==> config.mk <==
export PLATFORM = sky130hd
export DESIGN_NAME = tff_toggle_sequencer
export DESIGN_NICKNAME = d
export VERILOG_FILES = /design/src/rtl/tff_toggle_sequencer_pkg.sv /design/src/rtl/tff_toggle_sequencer_tff_cell.sv /design/src/rtl/tff_toggle_sequencer.sv
export SDC_FILE = /design/constraint.sdc
export NUM_CORES = 1
export LEC_CHECK = 0
export ABC_AREA = 1
export CAP_MARGIN = 20
export CORE_UTILIZATION = 44
export CTS_CLUSTER_SIZE = 12
export DETAILED_ROUTE_END_ITERATION = 8
export GPL_ROUTABILITY_DRIVEN = 1
export MAX_ROUTING_LAYER = met4
export PLACE_DENSITY = 0.76
export SYNTH_ARGS = -nofsm -noshare
export SYNTH_HDL_FRONTEND = slang
export SYNTH_SLANG_ARGS = --single-unit
export TNS_END_PERCENT = 1
==> constraint.sdc <==
create_clock -name clk -period 1.1 [get_ports clk]
set_input_delay 0.11 -clock clk [delete_from_list [all_inputs] [get_ports clk]]
set_output_delay 0.11 -clock clk [all_outputs]
set_load 0.1 [all_outputs]
==> src/rtl/tff_toggle_sequencer_pkg.sv <==
// Shared definitions for the T flip-flop toggle sequencer: state encodings and default sizes.
package tff_toggle_sequencer_pkg;

  typedef enum logic [1:0] {
    ST_IDLE  = 2'd0,
    ST_RUN   = 2'd1,
    ST_CLEAR = 2'd2,
    ST_DONE  = 2'd3
  } state_t;

  localparam int DEF_WIDTH = 4;
  localparam int DEF_CNT_W = 8;

endpackage

==> src/rtl/tff_toggle_sequencer_tff_cell.sv <==
// Single T flip-flop cell with synchronous reset and a synchronous bank-clear input.
module tff_cell (
  input  logic clk,
  input  logic rst,
  input  logic clr,
  input  logic t,
  output logic q
);

  always_ff @(posedge clk) begin
    if (rst || clr) begin
      q <= 1'b0;
    end else if (t) begin
      q <= ~q;
    end
  end

endmodule

==> src/rtl/tff_toggle_sequencer.sv <==
// Command-driven sequencer for a bank of WIDTH T flip-flops.
// Optional macro TFF_SEQ_PAUSE_EN adds a pause input that stalls the RUN state.
module tff_toggle_sequencer
  import tff_toggle_sequencer_pkg::*;
#(
  parameter int WIDTH = DEF_WIDTH,
  parameter int CNT_W = DEF_CNT_W
) (
  input  logic             clk,
  input  logic             rst,
  input  logic             cmd_valid,
  output logic             cmd_ready,
  input  logic             cmd_clear,
  input  logic [WIDTH-1:0] cmd_mask,
  input  logic [CNT_W-1:0] cmd_count,
`ifdef TFF_SEQ_PAUSE_EN
  input  logic             pause,
`endif
  output logic [WIDTH-1:0] q,
  output logic             busy,
  output logic             done
);

  state_t           state;
  state_t           state_nxt;
  logic [CNT_W-1:0] remaining;
  logic [WIDTH-1:0] mask_r;
  logic [WIDTH-1:0] t;
  logic             advance;
  logic             accept;
  logic             clr;

`ifdef TFF_SEQ_PAUSE_EN
  assign advance = ~pause;
`else
  assign advance = 1'b1;
`endif

  assign accept = cmd_valid && (state == ST_IDLE);

  always_ff @(posedge clk) begin
    if (rst) begin
      state <= ST_IDLE;
    end else begin
      state <= state_nxt;
    end
  end

  always_comb begin
    state_nxt = state;
    unique case (state)
      ST_IDLE: begin
        if (cmd_valid) begin
          if (cmd_clear) begin
            state_nxt = ST_CLEAR;
          end else if (cmd_count == '0) begin
            state_nxt = ST_DONE;
          end else begin
            state_nxt = ST_RUN;
          end
        end
      end
      // Leaving on remaining==1 makes exactly count toggles happen.
      ST_RUN:   if (advance && (remaining == CNT_W'(1))) state_nxt = ST_DONE;
      ST_CLEAR: state_nxt = ST_DONE;
      ST_DONE:  state_nxt = ST_IDLE;
      default:  state_nxt = ST_IDLE;
    endcase
  end

  always_comb begin
    cmd_ready = (state == ST_IDLE);
    busy      = (state != ST_IDLE);
    done      = (state == ST_DONE);
    clr       = (state == ST_CLEAR);
    t         = '0;
    if ((state == ST_RUN) && advance) begin
      t = mask_r;
    end
  end

  always_ff @(posedge clk) begin
    if (rst) begin
      remaining <= '0;
      mask_r    <= '0;
    end else if (accept) begin
      mask_r    <= cmd_mask;
      remaining <= cmd_clear ? '0 : cmd_count;
    end else if ((state == ST_RUN) && advance) begin
      remaining <= remaining - CNT_W'(1);
    end
  end

  for (genvar i = 0; i < WIDTH; i++) begin : g_cell
    tff_cell u_cell (
      .clk (clk),
      .rst (rst),
      .clr (clr),
      .t   (t[i]),
      .q   (q[i])
    );
  end

endmodule

**Word level (Yosys, flattened, before mapping)**

Index checks and enable logic that the tools add are counted.

- Logic and storage cells: 34
- Register bits: 18
- Input port bits: 16
- Output and inout bits: 7

- $add $sub $neg: 1
- Multiplexer cells: 9
- Bitwise gates (word level): 4
- Reductions and logical operators: 7
- Eq/ne operators: 6

Operators with widths:

| kind | number |
|---|---|
| two-way mux 8 bit | 3 |
| equality test 8 x 1 -> 1 bit (second input constant) | 1 |
| logical NOT 8 bit | 1 |
| two-way mux 2 bit | 4 |
| case mux 2 bit (4 select lines) | 1 |
| subtractor 8 x 1 -> 8 bit (second input constant) | 1 |
| equality test 2 bit (second input constant) | 2 |
| two-way mux 4 bit | 1 |
| inequality test 2 bit (second input constant) | 2 |
| inverter 1 bit | 4 |
| nonzero test 2 bit | 2 |
| equality test 2 x 1 -> 1 bit (second input constant) | 1 |
| logical NOT 2 bit | 1 |
| AND reduction 2 bit | 1 |
| logical AND 1 bit | 1 |
| logical OR 1 bit | 1 |

**Depth between registers and ports, before layout**

- Depth in word-level cells: 5
- Gate-level depth with buffers: 9

**Hierarchy**

Synthesis repeated with hierarchy kept, for this count alone.

- Cells, all modules: 171
- Area, all modules: 1097.3 µm²

By module, submodules not included:

| module | instances | area each (µm²) | sequential area each (µm²) | cells an instance |
|---|---|---|---|---|
| tff_toggle_sequencer | 1 | 932.1 | 280.3 | 147 |
| tff_cell | 4 | 41.3 | 20.0 | 6 |

**Least setup slack after synthesis**

Ideal clock, no wire load.

- Path type: register to register
- Start: reg state[0]
- End: reg state[0]
- Period minus slack after synthesis: 2.602 ns
- Arrival: 2.489 ns
- Library setup time: 0.113 ns
- Buffers on the path: 0
- Required time: 0.987 ns
- Stages on the path, launching flop included: 8
- Setup slack: -1.502 ns
- Path through: dfxtp_1 inv_1 ha_1 inv_1 nor2_1 nor2_4 nor2_1 nor2_1

- Cells in the longest elaborated chain, start to end: 3

RTL lines:

| item | RTL line | text |
|---|---|---|
| start, declared | tff_toggle_sequencer.sv:24 | `state_t state;` |
| start signal, assigned | tff_toggle_sequencer.sv:45 | `state <= state_nxt;` |
| logical NOT 2 bit * | -- |  |
| net cmd_ready | tff_toggle_sequencer.sv:12 | `output logic cmd_ready,` |
| inequality test 2 bit (no source line) | -- |  |
| AND reduction 2 bit (no source line) | -- |  |

The timed path passes the listed nets; every way through them passes the cells marked *.
A chain may end at the register's enable or synchronous reset.

**Final worst setup path**

- Start: reg state[1]
- End: out busy

- Cells in the longest elaborated chain, start to end: 1

RTL lines:

| item | RTL line | text |
|---|---|---|
| nonzero test 2 bit | tff_toggle_sequencer.sv:73 | `busy = (state != ST_IDLE);` |
| end, declared | tff_toggle_sequencer.sv:20 | `output logic busy,` |

No other way between the ends.

==> qor.yml <==
setup_path:
  crit_slowest_cell: "dfxtp_2"
  crit_path_cell_trace: "inv_2 -> ha_4 -> buf_6 -> clkinvlp_4 -> buf_6 -> buf_12"
  worst-endpoint-required_ns: 0.99
  cp.arrival_ns: 1.33
  critPathTopFamily: "buffers and inverters"
  path_max_fanout: 2
  startpoint_type: "flip-flop"
  path_class: "reg2out"
  worst_path_largest_cell_delay_ns: 0.34
  crit_top_cell: "buf_6"
  critPathBufInv: 5
  endpoint_kind: "output port"
timing:
  finalSetupTns_ns: -4.69
  max_slew.worst_pin.slew_ns: 0.252
  fmaxAchievable_ghz: 0.695
  fin_crit_sh: 1.31
  finalSetupViolations: 21
  finClkSkew_ns: 0.00341
  setup_ws_ns: -0.340
  drv_slew: 0
  rsz0062_at_grt: "true"
  fin_crit_ns: 1.44
  max-slew-margin-rel: 0.832
  hold_viol_final: 0
min_path:
  hold_class: "in2reg"
synthesis:
  seq_area_frac_synth: 0.341
  synth_adder_area_share: 0.0829
  ys.warnings.count: 0
  yosysMostFrequentCell: "nor2_1"
  yosys.area.top_type: "dfxtp_1"
  synth_compound_area_frac: 0.173
  synthTopCellsByArea: "dfxtp_1 (34%), nor2_1 (9.2%), a21oi_1 (9.0%)"
  syn_area_per_cell_um2: 6.95
  ys_top_cells_by_count: "nor2_1 (26), nand2_1 (23), a21oi_1 (19), dfxtp_1 (18), o21ai_0 (13)"
  ys_ff_latch: 18
  synth_edf_count: 0
  yosys.area_share.simple: 0.287
  synth_xor_area_frac: 0.0249
  synth.distinct_cells: 22
  yosysTopAreaCellShare: 0.341
  syn-instance-count: 152
  synthMuxAreaShare: 0
  syn_area_um2: 1060
  syn_nets: 175
  synth_async_sr_flop_share: 0
  synth_top_family_by_area: "simple AND/OR/NAND/NOR gates"
  synthFlopType: "dfxtp_1"
grt:
  grt.total_usage: 0.286
  grt_pass1_vias: 1238
  gr-total-overflow: 0
  grt_pass1_wl_um: 5290
  antenna_found_initial: 0
  grt_max_degree: 11
route:
  drtIter0Drc: 20
  wl_um: 3230
  ant_nets: 0
  wire_per_inst_um: 13.8
  viasPerCell: 5.42
  drc_errors: 0
  first_pass_iters: 4
  vias: 1263
clock_network:
  clock_sinks: 18
  cts-htree-levels: 1
  cts_buffers: 3
  cts_hold_buf: 0
  cts.path.max_buffers: 2
  cts.clk_slew.worst_paths_ns: 0.12
  clock_latency_ns: 0.32
  cts_tree: "done"
  root_buffer: "clkbuf_4"
cells_and_area:
  nFillCells: 163
  finalNetCount: 229
  drive_above_1_share: 0.332
  diodes: 0
  postLayoutCoreUtil: 0.765
  syn_to_final_growth_pct: 61.8
  stdcell_count: 233
floorplan:
  die_x_um: 51.0
  start_util: 0.473
  ioPinCount: 23
  dieArea_um2: 2600
  num_rows: 17
  die_h_um: 51.0
  core_um2: 2230
placed_design:
  dp_cells: 223
  gp_congestion: 0.852
  dp_worst_setup_slack_ns: -0.293
  port_buffers: 22
  post-dp-hpwl_um: 2160
power_and_ir_drop:
  cellLeakagePower_uw: 0.000757
  powerDensity_nw_per_um2: 3240
  ir_worst_vdd_mv: 2.77
run_status:
  violations: "setup timing"
  status: "complete, but fails checks"
run:
  drv_cap: 0
## report_power, final
part           internal, µW  leakage (µW)  switching, µW
Combinational          1740      0.000586           2250
Clock                   203     0.0000210            246
Sequential              898      0.000149            199
## cell families (layout without fill, tap and decap cells)
logic type | count (synthesis) | in the layout
AOI/OAI and AO/OA | 35 | 35
xor gates and xnor gates | 3 | 3
adders and majority gates | 7 | 7
buffers and inverters | 21 | 74
DFF | 18 | 18
and+or+nand+nor | 68 | 68
## flip-flops by register name, summed over array words and instances (netlist names)
register,flops
remaining,8
g_cell.u_cell.q,4
mask_r,4
state,2
## through the flow
step	instance area (µm²)	hold slack [ns]	power [µW]
detailed placement	1570	0.511	4600
finish	1710	0.389	5540
floorplan	1080	0.179	3320
global placement	1570	0.486	4470
CTS	1690	0.376	5300
global route	1710	0.402	5870
## layout by cell type (no fill, tap or decap), drive strengths merged
| cell | count |
|---|---|
| a21oi | 19 |
| a22oi | 1 |
| buf | 41 |
| clkbuf | 4 |
| clkdlybuf4s50 | 15 |
| clkinvlp | 1 |
| dfxtp | 18 |
| ha | 7 |
| inv | 13 |
| nand2 | 24 |
| nand3 | 8 |
| nand4 | 2 |
| nor2 | 29 |
| nor3b | 4 |
| o21ai | 13 |
| o21bai | 2 |
| or2 | 1 |
| xnor2 | 2 |
| xor2 | 1 |
## area by class of cell
cell class                      count  area [µm²]  area share
Tap cell                           28        35.0      0.0205
Clock buffer                        4        36.3      0.0212
Multi-Input combinational cell    113         664       0.389
Timing Repair Buffer               56         553       0.324
Inverter                           14        56.3      0.0329
Sequential cell                    18         364       0.213
## per-layer routing
metal	wire, µm	vias to the layer above	global-route usage
li1	-	601	-
met1	1280	592	0.300
met2	1620	53	0.498
met3	174	17	0.0506
met4	145	0	0.167
met5	0	-	-
## worst paths after layout
kind / start / to / slack [ns] / depth (start not counted)
min reg2reg: mask_r[0] / mask_r[0] / 0.52 / 2
max reg2reg: state[1] / state[0] / -0.29 / 11
min: rst / remaining[0] / 0.39 / 2
max: state[1] / busy / -0.34 / 6
## what timing repair did
action | in CTS | in global routing
buffers inserted | 5 | 1
resized for setup | 11 | 4
setup endpoints to repair | 21 | 22
pin swaps | 6 | 2
Note: power is estimated with default switching activity, not from simulation.
